`config.mk`:
```
export PLATFORM = sky130hd
export DESIGN_NAME = mpi_eth_stream_sink
export DESIGN_NICKNAME = d
export VERILOG_FILES = /design/src/rtl/mpi_eth_stream_sink.sv
export SDC_FILE = /design/constraint.sdc
export NUM_CORES = 1
export LEC_CHECK = 0
export ABC_AREA = 1
export CAP_MARGIN = 10
export CORE_MARGIN = 2
export CORE_UTILIZATION = 50
export CTS_BUF_LIST = sky130_fd_sc_hd__clkbuf_8
export DETAILED_ROUTE_END_ITERATION = 10
export PLACE_DENSITY = 0.84
export SLEW_MARGIN = 20
export SYNTH_ARGS = -nofsm -noshare
export SYNTH_HDL_FRONTEND = slang
export SYNTH_SLANG_ARGS = --single-unit
```
`constraint.sdc`:
```
create_clock -name clk -period 4.1 [get_ports clk]
set_input_delay 0.82 -clock clk [delete_from_list [all_inputs] [get_ports clk]]
set_output_delay 0.82 -clock clk [all_outputs]
set_load 0.01 [all_outputs]
```
`src/rtl/mpi_eth_stream_sink.sv`:
```
// Ethernet-style 64-bit stream sink: accepts beats, measures packet length,
// XOR-folds payload, counts packets/bytes and flags protocol errors.
// Optional macro MPI_ETH_STREAM_SINK_STALL_EN adds LFSR-driven backpressure.
module mpi_eth_stream_sink #(
  parameter int          MAX_PKT_BYTES = 9000,
  parameter logic [15:0] LFSR_SEED     = 16'hACE1
) (
  input  logic        clk,
  input  logic        resetn,
  input  logic [63:0] stream_in_DATA,
  input  logic [7:0]  stream_in_KEEP,
  input  logic        stream_in_LAST,
  input  logic        stream_in_VALID,
  output logic        stream_in_READY,
  input  logic        clr_err,
  output logic        pkt_done,
  output logic [13:0] last_pkt_len,
  output logic [63:0] last_pkt_xor,
  output logic [31:0] pkt_count,
  output logic [31:0] byte_count,
  output logic [3:0]  err
);

  typedef enum logic {IDLE, IN_PKT} state_t;

  state_t      state, state_nxt;
  logic        accept, first;
  logic [3:0]  beat_bytes;
  logic [63:0] beat_data;
  logic [13:0] len_acc, len_new;
  logic [14:0] len_sum;
  logic [63:0] xor_acc, xor_new;
  logic        ovf_seen, over, keep_bad;
  logic        stall_q, last_q;
  logic [63:0] data_q;
  logic [7:0]  keep_q;
  logic [3:0]  err_new;

  assign accept = stream_in_VALID & stream_in_READY;
  assign first  = (state == IDLE);

  // Byte count of the beat and payload with unqualified bytes zeroed
  always_comb begin
    beat_bytes = 4'd0;
    beat_data  = 64'd0;
    for (int i = 0; i < 8; i++) begin
      beat_bytes = beat_bytes + 4'(stream_in_KEEP[i]);
      if (stream_in_KEEP[i]) beat_data[8*i +: 8] = stream_in_DATA[8*i +: 8];
    end
  end

  // Running length saturates at 14-bit max; the 15th bit catches the carry
  assign len_sum  = (first ? 15'd0 : {1'b0, len_acc}) + 15'(beat_bytes);
  assign len_new  = len_sum[14] ? 14'h3FFF : len_sum[13:0];
  assign xor_new  = first ? beat_data : (xor_acc ^ beat_data);
  assign over     = {18'd0, len_new} > 32'(MAX_PKT_BYTES);
  // Valid KEEP is a non-empty run of ones starting at bit 0
  assign keep_bad = (stream_in_KEEP == 8'd0) ||
                    ((stream_in_KEEP & (stream_in_KEEP + 8'd1)) != 8'd0);

  // New error events this cycle
  always_comb begin
    err_new    = 4'd0;
    err_new[0] = accept & keep_bad;
    err_new[1] = accept & ~stream_in_LAST & (stream_in_KEEP != 8'hFF);
    err_new[2] = stall_q & (~stream_in_VALID || stream_in_DATA != data_q ||
                            stream_in_KEEP != keep_q || stream_in_LAST != last_q);
    err_new[3] = accept & over & (first | ~ovf_seen);
  end

  // Packet framing next-state
  always_comb begin
    state_nxt = state;
    if (accept) state_nxt = stream_in_LAST ? IDLE : IN_PKT;
  end

  // State register; reset drops any partial packet
  always_ff @(posedge clk or negedge resetn) begin
    if (!resetn) state <= IDLE;
    else         state <= state_nxt;
  end

  // Packet accumulators, completion results and counters
  always_ff @(posedge clk or negedge resetn) begin
    if (!resetn) begin
      len_acc      <= '0;
      xor_acc      <= '0;
      ovf_seen     <= 1'b0;
      pkt_done     <= 1'b0;
      last_pkt_len <= '0;
      last_pkt_xor <= '0;
      pkt_count    <= '0;
      byte_count   <= '0;
    end else begin
      pkt_done <= 1'b0;
      if (accept) begin
        len_acc    <= len_new;
        xor_acc    <= xor_new;
        ovf_seen   <= first ? over : (ovf_seen | over);
        byte_count <= byte_count + 32'(beat_bytes);
        if (stream_in_LAST) begin
          pkt_done     <= 1'b1;
          last_pkt_len <= len_new;
          last_pkt_xor <= xor_new;
          pkt_count    <= pkt_count + 32'd1;
        end
      end
    end
  end

  // Remember a stalled beat so the next cycle can check it was held
  always_ff @(posedge clk or negedge resetn) begin
    if (!resetn) begin
      stall_q <= 1'b0;
      data_q  <= '0;
      keep_q  <= '0;
      last_q  <= 1'b0;
    end else begin
      stall_q <= stream_in_VALID & ~stream_in_READY;
      data_q  <= stream_in_DATA;
      keep_q  <= stream_in_KEEP;
      last_q  <= stream_in_LAST;
    end
  end

  // Sticky errors; a new event wins over a simultaneous clear
  always_ff @(posedge clk or negedge resetn) begin
    if (!resetn) err <= '0;
    else         err <= (clr_err ? 4'd0 : err) | err_new;
  end

`ifdef MPI_ETH_STREAM_SINK_STALL_EN
  logic [15:0] lfsr;

  // Fibonacci LFSR (taps 16,14,13,11) throttles READY about 1 cycle in 4
  always_ff @(posedge clk or negedge resetn) begin
    if (!resetn) begin
      lfsr            <= LFSR_SEED;
      stream_in_READY <= 1'b0;
    end else begin
      lfsr            <= {lfsr[14:0], lfsr[15] ^ lfsr[13] ^ lfsr[12] ^ lfsr[10]};
      stream_in_READY <= (lfsr[1:0] != 2'b00);
    end
  end
`else
  // Always ready once the first post-reset edge has passed
  always_ff @(posedge clk or negedge resetn) begin
    if (!resetn) stream_in_READY <= 1'b0;
    else         stream_in_READY <= 1'b1;
  end
`endif

endmodule

```
==> results.cfg, run 1 <==
[logic_synthesis]
synth.avg_cell_area_um2 = 8.52
synth.most_common_cell = nand2_1
yosysTopAreaCellShare_pct = 53.1
ys_top_cells_by_area = dfrtp_1 (53%), nand2_1 (19%), xor2_1 (7.3%)
ys_async_sr_fraction_pct = 100
ys_seq_area_share_pct = 53.1
synth_cell_types = 41
synth_flop_cell = dfrtp_1
yosysTopAreaCell = dfrtp_1
synth_cells = 1671
synth_edf_count = 0
ys_ff_latch = 302
ys_warn_count = 0
synth_area_mm2 = 0.0142
syn_nets = 1769
synthTopCellsByCount = nand2_1 (715), dfrtp_1 (302), inv_1 (120)

[timing]
setup_viol = 32
fin_ws_ps = -290
min_period_over_period_pct = 107
rsz0062_at_grt = yes
slew_headroom_pct = 37.6
clock_skew_ps = 25.2
fmax_mhz = 228
report.final.slew_viol_count = 0
hold_viol = 0
tightest_slew_ps = 936
setup-tns-final_ps = -3360
period_needed_ps = 4390

[route]
dr.first_iter.drc_count = 835
wirelength_mm = 38.2
antenna_left = 0
wl_per_cell_um = 16.0
vias_per_cell = 5.14
vias = 12300
dr.pass1.iters = 5
drc = 0

[grt]
grt_pass1_vias = 12500
grt_pass1_wl_mm = 61.6
antenna_found_initial = 2
grt_usage_pct = 25.1
grt_max_degree = 95
grt_overflow = 0

[floorplanning]
die_w_um = 173
die_h_um = 173
core_region_area_mm2 = 0.0279
die_area_mm2 = 0.0298
pin_count = 225
row_count = 61
initial_core_util_pct = 51.0

[critical_path]
slowest_stage = fa_1
critPathKind = primary input to register
slowest_delay_ps = 550
r2r_cells = 16
cp_top_family = adder cells
critical_path_required_ps = 4570
startpoint_type = primary input
reg2reg_slack_ps = 1260
critPathMostFrequentCell = fa_1
crit_buf_inv = 5
path_max_fanout = 7
r2r-end = err[3]
r2r_start = state
arrival_ps = 4860
crit_chain = buf_8 -> inv_6 -> fa_1 -> fa_1 -> fa_1 -> inv_1 -> ha_2 -> inv_2 -> fa_2 -> xnor2_4 -> ha_4 -> nand3b_1 -> nand2_4 -> buf_6 -> nand4_1 -> nand2_2 -> nor2_2 -> nand3_2 -> nor2_4 -> a21oi_2 -> nand3_1 -> nand2_1
crit_cells = 22
end_kind = register

[cts]
cts_inserted_buffers = 49
path_clk_slew_ps = 70
ctsHoldBuffers = 0
cts_root_buf = clkbuf_8
cts_max_level = 2
clkSinkCount = 302
clockBufferDepth = 3
clkLatencyLatePin_ps = 580
cts_tree = yes

[final_layout]
syn_to_final_growth_pct = 33.0
nets = 2076
drive_above_1_share_pct = 13.5
instances_no_fill = 2391

[placement]
place_inst = 2286
dp_slack_ps = -1400
dp_hpwl_mm = 25.4
portBuffers = 224
gp_congestion = 0.900

[run_status]
status = finished with violations
violations = negative setup slack

[power_and_ir_drop]
power_leakage_uw = 0.00939
power.density_mw_per_mm2 = 467
worst_ir_drop_vdd_v = 0.000257

[hold_path]
hp-class = primary input to async pin

[run]
drv_cap = 0
report_power, final:
group	internal [µW]	total (µW)	switching, µW
Sequential	3420	3720	305
Combinational	1270	2610	1330
Clock	1320	2510	1200
repair_timing:
action | in CTS | in global routing
setup endpoints to repair | 61 | 54
setup buffers | 9 | 18
hold endpoints to repair | 0 | 0
resized for setup | 40 | 62
pin swaps | 26 | 30
cells by family after synthesis:
logic type / count (synthesis) / share of synthesized area, %
adder cells (fa/ha/maj): 21 / 2.16
AND/OR/NAND/NOR: 931 / 26.9
other: 1 / 0.0263
flip-flops: 302 / 53.1
XOR/XNOR: 164 / 10.1
AO/OA/AOI/OAI: 76 / 3.01
buffers and inverters: 176 / 4.75
how the worst max path moves through the flow:
stage                                  from        endpoint
after floorplan           stream_in_KEEP[1]  byte_count[27]
after global placement    stream_in_KEEP[1]          err[3]
after detailed placement  stream_in_KEEP[1]          err[3]
after CTS                 stream_in_KEEP[0]          err[3]
after global routing      stream_in_KEEP[0]          err[3]
final                     stream_in_KEEP[0]          err[3]
routing by layer:
layer	global-route usage (%)	up-vias	share of wire (%)
met5	0	-	0
met1	32.5	5948	42
met2	42.7	436	49
met4	8.90	0	3.3
met3	4.33	100	6.1
li1	-	5799	-
layout by cell type (no fill, tap or decap), types with 5 or more instances in the layout:
cell type / n
inv_2: 5
ha_1: 9
o22ai_1: 8
xnor2_1: 44
nand2_1: 696
nor3_1: 20
dfrtp_1: 301
nand4_1: 27
buf_6: 14
xor2_1: 115
nand3_1: 42
nor2_4: 8
o21ai_1: 10
o21ai_2: 8
buf_4: 70
clkdlybuf4s50_1: 220
nor2_2: 16
clkbuf_8: 60
nor2_1: 63
o21ai_0: 27
nand2_4: 8
nand2_2: 14
nor4_1: 5
inv_1: 130
nand3_2: 15
final cells by class:
| cell class | instances | area [µm²] |
|---|---|---|
| Inverter | 122 | 470 |
| Tap cell | 378 | 473 |
| Fill cell | 2160 | 8990 |
| Clock buffer | 60 | 826 |
| Timing Repair Buffer | 310 | 2980 |
| Sequential cell | 302 | 7560 |
| Clock inverter | 23 | 105 |
| Multi-Input combinational cell | 1193 | 6520 |
| Antenna cell | 3 | 7.51 |
flip-flops by register name (all words and copies together) (netlist names), 4 cells and up:
signal        flops
len_acc          14
xor_acc          64
err               4
byte_count       32
last_pkt_len     14
data_q           64
last_pkt_xor     64
keep_q            8
pkt_count        32
metrics by stage:
stage	util, %	total power (µW)	area, µm²	hold slack (ps)
2_1_floorplan	-	4900	14500	418
4_1_cts	66.4	8630	18500	233
5_1_grt	67.8	9320	18900	244
3_5_place_dp	62.5	6030	17500	437
6_report	67.8	8840	18900	211
3_3_place_gp	62.5	5930	17500	426
No activity file was read; power rests on OpenSTA's default activity.
==> inputs of run 2 (changes only) <==
--- a/config.mk
+++ b/config.mk
@@ -6,7 +6,6 @@
 export NUM_CORES = 1
 export LEC_CHECK = 0
 export ABC_AREA = 1
-export CAP_MARGIN = 10
 export CORE_MARGIN = 2
 export CORE_UTILIZATION = 50
 export CTS_BUF_LIST = sky130_fd_sc_hd__clkbuf_8
==> results of run 2 <==
Final layout, timing and power as in run 1 (identical DEF).
==> inputs of run 3 (changes only) <==
--- a/config.mk
+++ b/config.mk
@@ -8,9 +8,10 @@
 export ABC_AREA = 1
 export CORE_MARGIN = 2
 export CORE_UTILIZATION = 50
-export CTS_BUF_LIST = sky130_fd_sc_hd__clkbuf_8
+export CTS_BUF_LIST = sky130_fd_sc_hd__clkbuf_2 sky130_fd_sc_hd__clkbuf_4 sky130_fd_sc_hd__clkbuf_8
 export DETAILED_ROUTE_END_ITERATION = 10
 export PLACE_DENSITY = 0.84
+export SETUP_SLACK_MARGIN = 0.02
 export SLEW_MARGIN = 20
 export SYNTH_ARGS = -nofsm -noshare
 export SYNTH_HDL_FRONTEND = slang
==> run 3 against run 2 <==
Effect of this change: the flow still finishes with violations (negative setup slack); largest cell class unchanged; fmax increased by 0.77%; combinational power decreased by 2%; worst hold slack improved by 11 ps; clock skew decreased by 1.9 ps; cell count about the same.
==> results.cfg, run 3 (synthesis gave the netlist of run 1 again) <==
[hold_path]
hp-class = primary input to async pin

[grt]
grt_usage_pct = 25.1
grt_pass1_wl_mm = 61.7
antenna_found_initial = 2
grt_pass1_vias = 12500
grt_overflow = 0
grt_max_degree = 95

[route]
wl_per_cell_um = 15.9
antenna_left = 0
vias = 12200
dr.first_iter.drc_count = 830
drc = 0
wirelength_mm = 38.1
vias_per_cell = 5.10
dr.pass1.iters = 5

[timing]
setup-tns-final_ps = -3750
period_needed_ps = 4360
setup_viol = 37
fmax_mhz = 230
report.final.slew_viol_count = 0
tightest_slew_ps = 921
min_period_over_period_pct = 106
slew_headroom_pct = 38.6
fin_ws_ps = -256
rsz0062_at_grt = yes
clock_skew_ps = 23.3
hold_viol = 0
whs_ps = 222

[final_layout]
drive_above_1_share_pct = 14.3
instances_no_fill = 2392
nFillCells = 2157
syn_to_final_growth_pct = 33.4
final_common_cell = nand2_1
layout_common_cells = nand2_1 (700), dfrtp_1 (301), clkdlybuf4s50_1 (220)
seqCellArea_mm2 = 0.00756
final_cell_area_mm2 = 0.0190
nets = 2078
multiInputGateArea_mm2 = 0.00650
utilization_pct = 68.0
reg_top3 = data_q: 64 flops, last_pkt_xor: 64 flops, xor_acc: 64 flops

[floorplanning]
row_count = 61
die_h_um = 173
initial_core_util_pct = 51.0
core_region_area_mm2 = 0.0279
die_area_mm2 = 0.0298
die_w_um = 173
pin_count = 225

[critical_path]
r2r_start = state
r2r_cells = 16
critical_path_required_ps = 4620
startpoint_type = primary input
end_kind = register
crit_chain = buf_8 -> inv_6 -> fa_1 -> fa_1 -> fa_1 -> inv_1 -> ha_2 -> inv_2 -> fa_2 -> fa_2 -> nand3b_1 -> nand2_4 -> nand4_4 -> buf_4 -> nand2_1 -> o21ai_0 -> nand3_1 -> nand2_1 -> nand2_1 -> nand3_1 -> nand2_1
slowest_stage = fa_1
crit_end = err[3]
critPathKind = primary input to register
arrival_ps = 4870
reg2reg_slack_ps = 1310
r2r-end = err[3]
path_max_fanout = 7
critPathMostFrequentCell = nand2_1
startpoint = stream_in_KEEP[0]
slowest_delay_ps = 550

[power_and_ir_drop]
power.density_mw_per_mm2 = 471
power_leakage_uw = 0.00939
worst_ir_drop_vdd_v = 0.000293

[cts]
cts_inserted_buffers = 49
clockBufferDepth = 3
cts_tree = yes
cts_max_level = 2
path_clk_slew_ps = 70
cts_root_buf = clkbuf_8
clkLatencyLatePin_ps = 570
clkSinkCount = 302

[placement]
portBuffers = 224
gp_congestion = 0.900
dp_hpwl_mm = 25.4
dpl_cell_area_mm2 = 0.0175
place_inst = 2286

[run_status]
violations = negative setup slack
status = finished with violations

[run]
drv_cap = 0
## run 3: stage by stage
| stage | power, µW | worst slack (ps) |
|---|---|---|
| floorplan | 4900 | -634 |
| global placement | 5930 | -1330 |
| detailed placement | 6030 | -1400 |
| CTS | 8800 | -263 |
| global route | 9430 | -423 |
| finish | 8950 | -256 |
## run 3: cell type report
cell class | instances | area share (%)
clock inverter | 7 | 0.237
multi-input combinational | 1193 | 34.2
clock buffer | 76 | 4.98
inverter | 122 | 2.48
timing repair buffer | 312 | 15.8
tap | 378 | 2.49
sequential | 302 | 39.8
antenna | 2 | 0.0263
## run 3: critical path, delay by kind of cell
family          cells  cell delay (ps)
buf+inv             5              420
compound gates      1               90
simple gates        9             1030
fa+ha+maj           6             2480
## run 3: timing repair
action,CTS,global route
gates resized for setup,49,53
setup endpoints to repair,61,56
pin swaps,26,30
buffers inserted,9,21
hold buffers,0,0
## run 3: how the worst min path moves through the flow
stage	slack [ps]	start	endpoint	depth (start not counted)
finish	220	resetn	xor_acc[12]	1
floorplan	420	stall_q	err[2]	2
detailed placement	440	stall_q	err[2]	2
global route	240	resetn	xor_acc[9]	1
global placement	430	stall_q	err[2]	2
CTS	230	resetn	xor_acc[12]	1
## run 3: metal layers
| metal | GRT usage [%] | up-vias | wire, µm |
|---|---|---|---|
| li1 | - | 5804 | - |
| met1 | 32.7 | 5900 | 16300 |
| met2 | 42.7 | 405 | 18600 |
| met3 | 4.33 | 91 | 2110 |
| met4 | 8.69 | 0 | 1130 |
| met5 | 0 | - | 0 |
## run 3: power breakdown
part	switching (µW)	leakage, µW	total, µW	internal, µW
combinational	1310	0.00507	2570	1260
sequential	303	0.00378	3720	3420
clock	1190	0.000530	2650	1460
total	2810	0.00939	8950	6140
